## src/rtl/alu_sequencer_if.sv

```systemverilog
// ============================================================================
// Module      : alu_sequencer_if
// Description : Instruction handshake, ALU bus, writeback status and debug port
//               bundle for alu_sequencer.
// Revision    : 1.0 - initial release
// ============================================================================
`default_nettype none

interface alu_sequencer_if #(
  parameter int DATA_W = 32,
  parameter int REG_AW = 3
);
  logic              instr_valid;
  logic              instr_ready;
  logic [31:0]       instr;
  logic [DATA_W-1:0] alu_operand1;
  logic [DATA_W-1:0] alu_operand2;
  logic [3:0]        alu_opcode;
  logic [DATA_W-1:0] alu_result;
  logic [DATA_W-1:0] result;
  logic              done;
  logic              illegal;
  logic [REG_AW-1:0] dbg_addr;
  logic [DATA_W-1:0] dbg_data;

  modport master (
    output instr_valid, instr, alu_result, dbg_addr,
    input  instr_ready, alu_operand1, alu_operand2, alu_opcode,
           result, done, illegal, dbg_data
  );

  modport slave (
    input  instr_valid, instr, alu_result, dbg_addr,
    output instr_ready, alu_operand1, alu_operand2, alu_opcode,
           result, done, illegal, dbg_data
  );
endinterface

`default_nettype wire

```

## src/rtl/alu_sequencer.sv

```systemverilog
// ============================================================================
// Module      : alu_sequencer
// Description : Serialized issue/writeback stage around a combinational ALU
//               with an 8 x 32 register file (r0 reads zero). Defining
//               ALU_SEQ_DEBUG_EN enables the debug register-read port.
// Revision    : 1.0 - initial release
// ============================================================================
`default_nettype none

module alu_sequencer #(
  parameter int DATA_W = 32,
  parameter int REG_AW = 3
) (
  input  wire logic        clk,
  input  wire logic        rst,
  alu_sequencer_if.slave   bus_io
);
  localparam int NREG = 1 << REG_AW;

  localparam logic [1:0] S_IDLE = 2'd0;
  localparam logic [1:0] S_EXEC = 2'd1;
  localparam logic [1:0] S_WB   = 2'd2;
  localparam logic [1:0] S_ERR  = 2'd3;

  logic [1:0]        state_q, state_d;
  logic [DATA_W-1:0] rf_q [NREG];
  logic [DATA_W-1:0] op1_q, op2_q, result_q;
  logic [3:0]        opc_q;
  logic [REG_AW-1:0] rd_q;

  logic [3:0]        w_op;
  logic              w_imm_f;
  logic [REG_AW-1:0] w_rd, w_rs1, w_rs2;
  logic [DATA_W-1:0] w_sext, w_rs1_val, w_rs2_val, w_op2;
  logic              w_accept, w_legal;
  logic              w_unused;

  assign w_op    = bus_io.instr[31:28];
  assign w_imm_f = bus_io.instr[27];
  assign w_rd    = bus_io.instr[24 +: REG_AW];
  assign w_rs1   = bus_io.instr[21 +: REG_AW];
  assign w_rs2   = bus_io.instr[18 +: REG_AW];
  assign w_sext  = {{(DATA_W-16){bus_io.instr[15]}}, bus_io.instr[15:0]};
  assign w_unused = ^bus_io.instr[17:16];

  assign w_rs1_val = (w_rs1 == '0) ? '0 : rf_q[w_rs1];
  assign w_rs2_val = (w_rs2 == '0) ? '0 : rf_q[w_rs2];
  assign w_op2     = w_imm_f ? w_sext : w_rs2_val;

  // Codes the ALU does not implement must never reach it: it would hold its old result.
  always_comb begin
    w_legal = 1'b0;
    case (w_op)
      4'b0000, 4'b0001, 4'b0010, 4'b0011, 4'b0100,
      4'b0110, 4'b0111, 4'b1000, 4'b1001: w_legal = 1'b1;
      default:                            w_legal = 1'b0;
    endcase
  end

  assign bus_io.instr_ready = (state_q == S_IDLE) & ~rst;
  assign w_accept           = bus_io.instr_valid & bus_io.instr_ready;

  always_comb begin
    state_d = state_q;
    case (state_q)
      S_IDLE:  if (w_accept) state_d = w_legal ? S_EXEC : S_ERR;
      S_EXEC:  state_d = S_WB;
      S_WB:    state_d = S_IDLE;
      S_ERR:   state_d = S_IDLE;
      default: state_d = S_IDLE;
    endcase
  end

  always_ff @(posedge clk or posedge rst) begin
    if (rst) begin
      state_q  <= S_IDLE;
      op1_q    <= '0;
      op2_q    <= '0;
      opc_q    <= '0;
      rd_q     <= '0;
      result_q <= '0;
      for (int i = 0; i < NREG; i++) rf_q[i] <= '0;
    end else begin
      state_q <= state_d;
      if (w_accept && w_legal) begin
        opc_q <= w_op;
        op1_q <= w_rs1_val;
        op2_q <= w_op2;
        rd_q  <= w_rd;
      end
      if (state_q == S_EXEC) begin
        result_q <= bus_io.alu_result;
        if (rd_q != '0) rf_q[rd_q] <= bus_io.alu_result;
      end
    end
  end

  assign bus_io.alu_operand1 = op1_q;
  assign bus_io.alu_operand2 = op2_q;
  assign bus_io.alu_opcode   = opc_q;
  assign bus_io.result       = result_q;
  assign bus_io.done         = (state_q == S_WB);
  assign bus_io.illegal      = (state_q == S_ERR);

`ifdef ALU_SEQ_DEBUG_EN
  logic w_dbg_unused;
  assign w_dbg_unused    = 1'b0;
  assign bus_io.dbg_data = (bus_io.dbg_addr == '0) ? '0 : rf_q[bus_io.dbg_addr];
`else
  logic w_dbg_unused;
  assign w_dbg_unused    = ^bus_io.dbg_addr;
  assign bus_io.dbg_data = '0;
`endif

endmodule

`default_nettype wire

```

## src/flat_wrapper.sv

```systemverilog
// flat-port wrapper written by rule: the top's interface ports become plain ports
module alu_sequencer_flat 
#(
  parameter int DATA_W = 32,
  parameter int REG_AW = 3
)
  (clk, rst, bus_io_instr_valid, bus_io_instr, bus_io_alu_result, bus_io_dbg_addr, bus_io_instr_ready, bus_io_alu_operand1, bus_io_alu_operand2, bus_io_alu_opcode, bus_io_result, bus_io_done, bus_io_illegal, bus_io_dbg_data);
  alu_sequencer_if #(.DATA_W(DATA_W), .REG_AW(REG_AW)) bus_io_i ();
  input  wire logic clk;
  input  wire logic rst;
  input wire logic [$bits(bus_io_i.instr_valid)-1:0] bus_io_instr_valid;
  input wire logic [$bits(bus_io_i.instr)-1:0] bus_io_instr;
  input wire logic [$bits(bus_io_i.alu_result)-1:0] bus_io_alu_result;
  input wire logic [$bits(bus_io_i.dbg_addr)-1:0] bus_io_dbg_addr;
  output wire logic [$bits(bus_io_i.instr_ready)-1:0] bus_io_instr_ready;
  output wire logic [$bits(bus_io_i.alu_operand1)-1:0] bus_io_alu_operand1;
  output wire logic [$bits(bus_io_i.alu_operand2)-1:0] bus_io_alu_operand2;
  output wire logic [$bits(bus_io_i.alu_opcode)-1:0] bus_io_alu_opcode;
  output wire logic [$bits(bus_io_i.result)-1:0] bus_io_result;
  output wire logic [$bits(bus_io_i.done)-1:0] bus_io_done;
  output wire logic [$bits(bus_io_i.illegal)-1:0] bus_io_illegal;
  output wire logic [$bits(bus_io_i.dbg_data)-1:0] bus_io_dbg_data;
  assign bus_io_i.instr_valid = bus_io_instr_valid;
  assign bus_io_i.instr = bus_io_instr;
  assign bus_io_i.alu_result = bus_io_alu_result;
  assign bus_io_i.dbg_addr = bus_io_dbg_addr;
  assign bus_io_instr_ready = bus_io_i.instr_ready;
  assign bus_io_alu_operand1 = bus_io_i.alu_operand1;
  assign bus_io_alu_operand2 = bus_io_i.alu_operand2;
  assign bus_io_alu_opcode = bus_io_i.alu_opcode;
  assign bus_io_result = bus_io_i.result;
  assign bus_io_done = bus_io_i.done;
  assign bus_io_illegal = bus_io_i.illegal;
  assign bus_io_dbg_data = bus_io_i.dbg_data;
  alu_sequencer #(.DATA_W(DATA_W), .REG_AW(REG_AW)) u_core (.clk(clk), .rst(rst), .bus_io(bus_io_i));
endmodule
```

## config.mk

```make
export PLATFORM = sky130hd
export DESIGN_NAME = alu_sequencer_flat
export DESIGN_NICKNAME = d
export VERILOG_FILES = /design/src/rtl/alu_sequencer_if.sv /design/src/rtl/alu_sequencer.sv /design/src/flat_wrapper.sv
export SDC_FILE = /design/constraint.sdc
export NUM_CORES = 1
export LEC_CHECK = 0
export CAP_MARGIN = 10
export CORE_MARGIN = 3
export CORE_UTILIZATION = 45
export DETAILED_ROUTE_END_ITERATION = 10
export GPL_TIMING_DRIVEN = 0
export PLACE_DENSITY = 0.69
export SETUP_SLACK_MARGIN = 0.1
export SLEW_MARGIN = 10
export SYNTH_ARGS = -nofsm -noshare
export SYNTH_HDL_FRONTEND = slang
export SYNTH_SLANG_ARGS = --single-unit
```

## constraint.sdc

```tcl
create_clock -name clk -period 11.2 [get_ports clk]
set_input_delay 2.24 -clock clk [delete_from_list [all_inputs] [get_ports clk]]
set_output_delay 2.24 -clock clk [all_outputs]
set_load 0.005 [all_outputs]
```

# == Word-level counts from Yosys, hierarchy flattened ==
# Memory sizes are Yosys's and may differ from the RTL's.
# Cells that the tools add are included.
# W data, S select, Z words.
# classes
reduce_logical,8
n_eq_ne,4
magnitude_cmp,4
mux,15
bitwise_logic,6
# op_table
op,count
$bwmux W256,1
$mux W32,8
$bmux W32 S3,2
$demux W32 S3,1
$ge A4 B4 Y1 const B,3
$not A3 Y4,3
$logic_not A3 Y1,2
$pmux W2 S3,1
$eq A2 B2 Y1 const B,2
$lt A4 B1 Y1 const B,1
$mux W2,2
$reduce_bool A3 Y1,1
$and A1 B1 Y1,2
$eq A2 B1 Y1 const B,1
$logic_and A1 B1 Y1,2
$logic_not A2 Y1,1
$ne A2 B1 Y1 const B,1
$reduce_and A2 Y1,1
$reduce_or A2 Y1,1
$not A1 Y1,1
# word_totals
rom_bits,16
ff_bits,361
memories,1
# mem_list
name,words,width,read_ports,rd_clocked_by_memory_dff,wr,line_no,text
(no name shown),16,1,1,0,0,alu_sequencer.sv:53,case (w_op)

# == Depth between registers and ports, before layout ==
# logic_depth
word_depth,6
mapped_depth,8
depth_no_buf,5

# == Worst setup path before layout ==
# No wires, ideal clock.
# synth_path
path_kind,input -> output
start,in rst
end,out bus_io_instr_ready
arrival_ns,2.378
path_slack_ns,6.582
path_stages,1
cell_sequence,nor3_2
# synth_via
elab_chain_cells,2
# synth_rtl
item,line_no,text
"start, declared",flat_wrapper.sv:10,input wire logic rst;
$not A1 Y1,alu_sequencer.sv:60,assign bus_io.instr_ready = (state_q == S_IDLE) & ~rst;
$and A1 B1 Y1,alu_sequencer.sv:60,
"end, declared",flat_wrapper.sv:15,output wire logic [$bits(bus_io_i.instr_ready)-1:0] bus_io_instr_ready;
# Every way passes these cells.

# == Worst setup path in the final report ==
# Same ends and word-level chain as after synthesis.

==> metrics.md <==
| Metric | Value |
|---|---|
| Number of cell rows | 69 |
| Dpl cell area | 18950 sq um |
| Final Skew | 22.69 ps |
| NumNets Final | 1520 |
| DR top layer | met5 |
| CP dominant cell by count | clkdlybuf4s50_1 |
| Critical Path Sink Type | primary output |
| Max Transition Viols Final | 0 |
| Worst Hold Slack | 503.2 ps |
| Synthesis-to-finish area growth | 22.31% |
| Share of layout cells above drive strength 1 | 38.09% |
| Hold Crit Class | register to register |
| Crit path max-delay cell type | clkdlybuf4s50_1 |
| Seq cells post-synth | 329 |
| Setup slack, reg-to-reg | about 8700 ps |
| Avg WL per Cell | 24.80 um |
| Core area | 35740 sq um |
| Skew-Pair Late Insertion Delay | 520 ps |
| Routed metal-1 wirelength | 21090 um |
| Cell accounting for the most synthesized area | dfrtp_1 |
| Die W | 197.0 um |
| Startpoint types | input pin |
| Setup-failing EPs final | 0 |
| TNS Setup | 0 ps |
| Global Route Usage Sum | about 24% |
| Outcome | finished, final reports clean |
| Crit. path cell count | 3 |
| CTS Sinks | 329 |
| Hold_buf cts | 0 |
| Final Hold Fails | 0 |
| Top cell types by occurrence after synthesis | dfrtp_1 (329), mux2_2 (329), mux2i_1 (57) |
| Top cell type's share of synthesized area | 50.14% |
| Final period utilization | 50.47% |
| RSZ-0062 raised after global routing | false |
| Post-Syn Area | between 15000 and 20000 sq um |
| Slowest stage delay, CP | about 530 ps |
| CTS HTree Levels | 2 |
| Max Clk Rate | 0.1769 GHz |
| Pleak | 8.814 nW |
| Avg Cell Area, Syn | 13.60 sq um |
| Unique masters post-synth | 40 |
| Crit path kind | input pin to primary output |
| IO buf count | approximately 160 |
| Die H | 197.0 um |
| Worst rel slew slack | 37.15% |
| CP arrival | 3410 ps |
| Seq/Total Area, Yosys | 50.14% |
| Post-route ant nets | 0 |
| Via density per instance | 5.946 |
| Post-DP HPWL | 33110 um |
| Family with the most delay on the worst path | buffers and inverters |
| Post-route minimum period | 5652 ps |
| Number of global-route vias before repair | 11840 |
| Synthesized netlist cell count | 1207 |
| GP Congestion | 0.8643 |
| First-pass DRT Iterations | 5 |
| Top_reg_cell synth | dfrtp_1 |
| Postcts setup bufs | 0 |
| Largest net degree at the start of global routing | 39 |
| Clk root buf | clkbuf_16 |
| Critical Path RT | ~9000 ps |
| WL met2 | 22260 um |
| Max FO, Critical Path | 2 |
| # IOs | 205 |
| Worst Setup SP | rst |
| Resized Gates After CTS | 0 |
| Max-cap violations | 0 |
| Least-Margin Pin Slew | 942.7 ps |
| Synth top area cells | dfrtp_1 (50%), mux2_2 (23%), mux4_2 (4.4%) |
| Asr flop ratio synth | 100.0% |
| Initial Utilization | 45.94% |
| Clock Path Buffers | 3 |
| Worst r2r path cells | 5 |
| Worst path cell trace | clkdlybuf4s50_1 -> nor3_2 -> clkdlybuf4s50_1 |
| Inserted Clock Buffers | 37 |
| # DRC | 0 |
| Buf/Inv on CP | 2 |
| Number of DRC markers in iteration 0 | 953 |
| Worst-path clk slew | 50 ps |
| Initial antenna violation count | 2 |
| CTS tree | done |
| Reg2reg end | u_core.bus_io.alu_operand2[25]$_DFFE_PP0P_ |
| First-pass GRT wire length | 72370 um |
| Worst r2r src | u_core.state_q[0]$_DFFE_PP0P_ |
| Post-synth EDFFs | 0 |
| WL final | 47980 um |
| Gr ovfl total | 0 |
| Worst vdd ir | 0.1369 mV |
| Die Area | roughly 39000 sq um |
| Detail Route met3 WL | 3379 um |
| Synth warn | 0 |
| CP endpoint | bus_io_instr_ready |
| PwrDens | 231.7 nW/um^2 |
| DR vias | about 12000 |
| Design area | 20080 sq um |
-- where the power goes --
part / switching, mW / leakage [nW] / internal, mW
Clock: 0.475 / 0.558 / 0.670
Combinational: 0.486 / 4.20 / 0.948
Sequential: 0.372 / 4.05 / 1.70
Total: 1.33 / 8.81 / 3.32
-- sequential cells by signal (all words and copies together) (netlist names) --
register / flops
u_core.state_q: 2
u_core.rf_q: 224
u_core.bus_io.alu_opcode: 4
u_core.bus_io.alu_operand1: 32
u_core.bus_io.result: 32
u_core.rd_q: 3
u_core.bus_io.alu_operand2: 32
-- metal layers --
layer,global-route usage (%),vias to the layer above
met5,0,-
met4,6.811,2
met2,38.59,496
li1,-,4974
met1,34.08,5959
met3,4.963,75
-- worst min path at each step --
stage               depth (start not counted)  slack, ps                                 start                              endpoint
floorplan                                   1        470         u_core.state_q[1]$_DFFE_PP0P_         u_core.state_q[1]$_DFFE_PP0P_
global placement                            1        490   u_core.bus_io.result[0]$_DFFE_PP0P_   u_core.bus_io.result[0]$_DFFE_PP0P_
detailed placement                          1        490   u_core.bus_io.result[0]$_DFFE_PP0P_   u_core.bus_io.result[0]$_DFFE_PP0P_
CTS                                         1        500   u_core.bus_io.result[0]$_DFFE_PP0P_   u_core.bus_io.result[0]$_DFFE_PP0P_
global route                                1        520  u_core.bus_io.result[24]$_DFFE_PP0P_  u_core.bus_io.result[24]$_DFFE_PP0P_
finish                                      1        500   u_core.bus_io.result[2]$_DFFE_PP0P_   u_core.bus_io.result[2]$_DFFE_PP0P_
-- layout make-up --
cell class              instances  area [sq um]
repair buffers                173          1839
fillers                      2988         15660
flip-flops and latches        329          8233
clock inverters                 9         77.57
plain buffers                 129         762.0
diodes                          1         2.502
clock buffers                  53          1046
well taps                     461         576.8
multi-input cells             777          7528
inverters                       3         15.01
-- kinds of logic (layout without fill, tap and decap cells) --
group,count (synthesis),in the layout,share of synthesized area (%)
buffers and inverters,132,367,4.710
AOI/OAI and AO/OA,183,183,8.497
muxes,449,449,33.24
other,1,33,0.02284
and+or+nand+nor,113,113,3.384
DFF,329,329,50.14
-- metrics by stage --
stage / total power, mW / util [%] / worst slack, ps / std cells
after floorplan: 2.919 / - / 4567 / 1238
after global placement: 3.441 / 52.45 / 2140 / 1862
final: 4.652 / 56.18 / 5548 / 1935
after detailed placement: 3.510 / 53.03 / 5546 / 1872
after CTS: 4.677 / 56.18 / 5542 / 1934
after global routing: 4.902 / 56.18 / 5459 / 1935
-- placed cells by master, fill, tap and decap left out, types with 17 or more instances in the layout --
| master | instances |
|---|---|
| a221o_1 | 24 |
| a221oi_1 | 30 |
| a22oi_1 | 33 |
| buf_2 | 54 |
| buf_4 | 36 |
| clkbuf_1 | 33 |
| clkbuf_16 | 37 |
| clkdlybuf4s50_1 | 163 |
| conb_1 | 32 |
| dfrtp_1 | 329 |
| mux2_2 | 329 |
| mux2_4 | 30 |
| mux2i_1 | 57 |
| mux4_2 | 32 |
| nand2_1 | 54 |
| nor2b_1 | 17 |
| o21ai_0 | 41 |
Power figures use the tool's default switching activity.
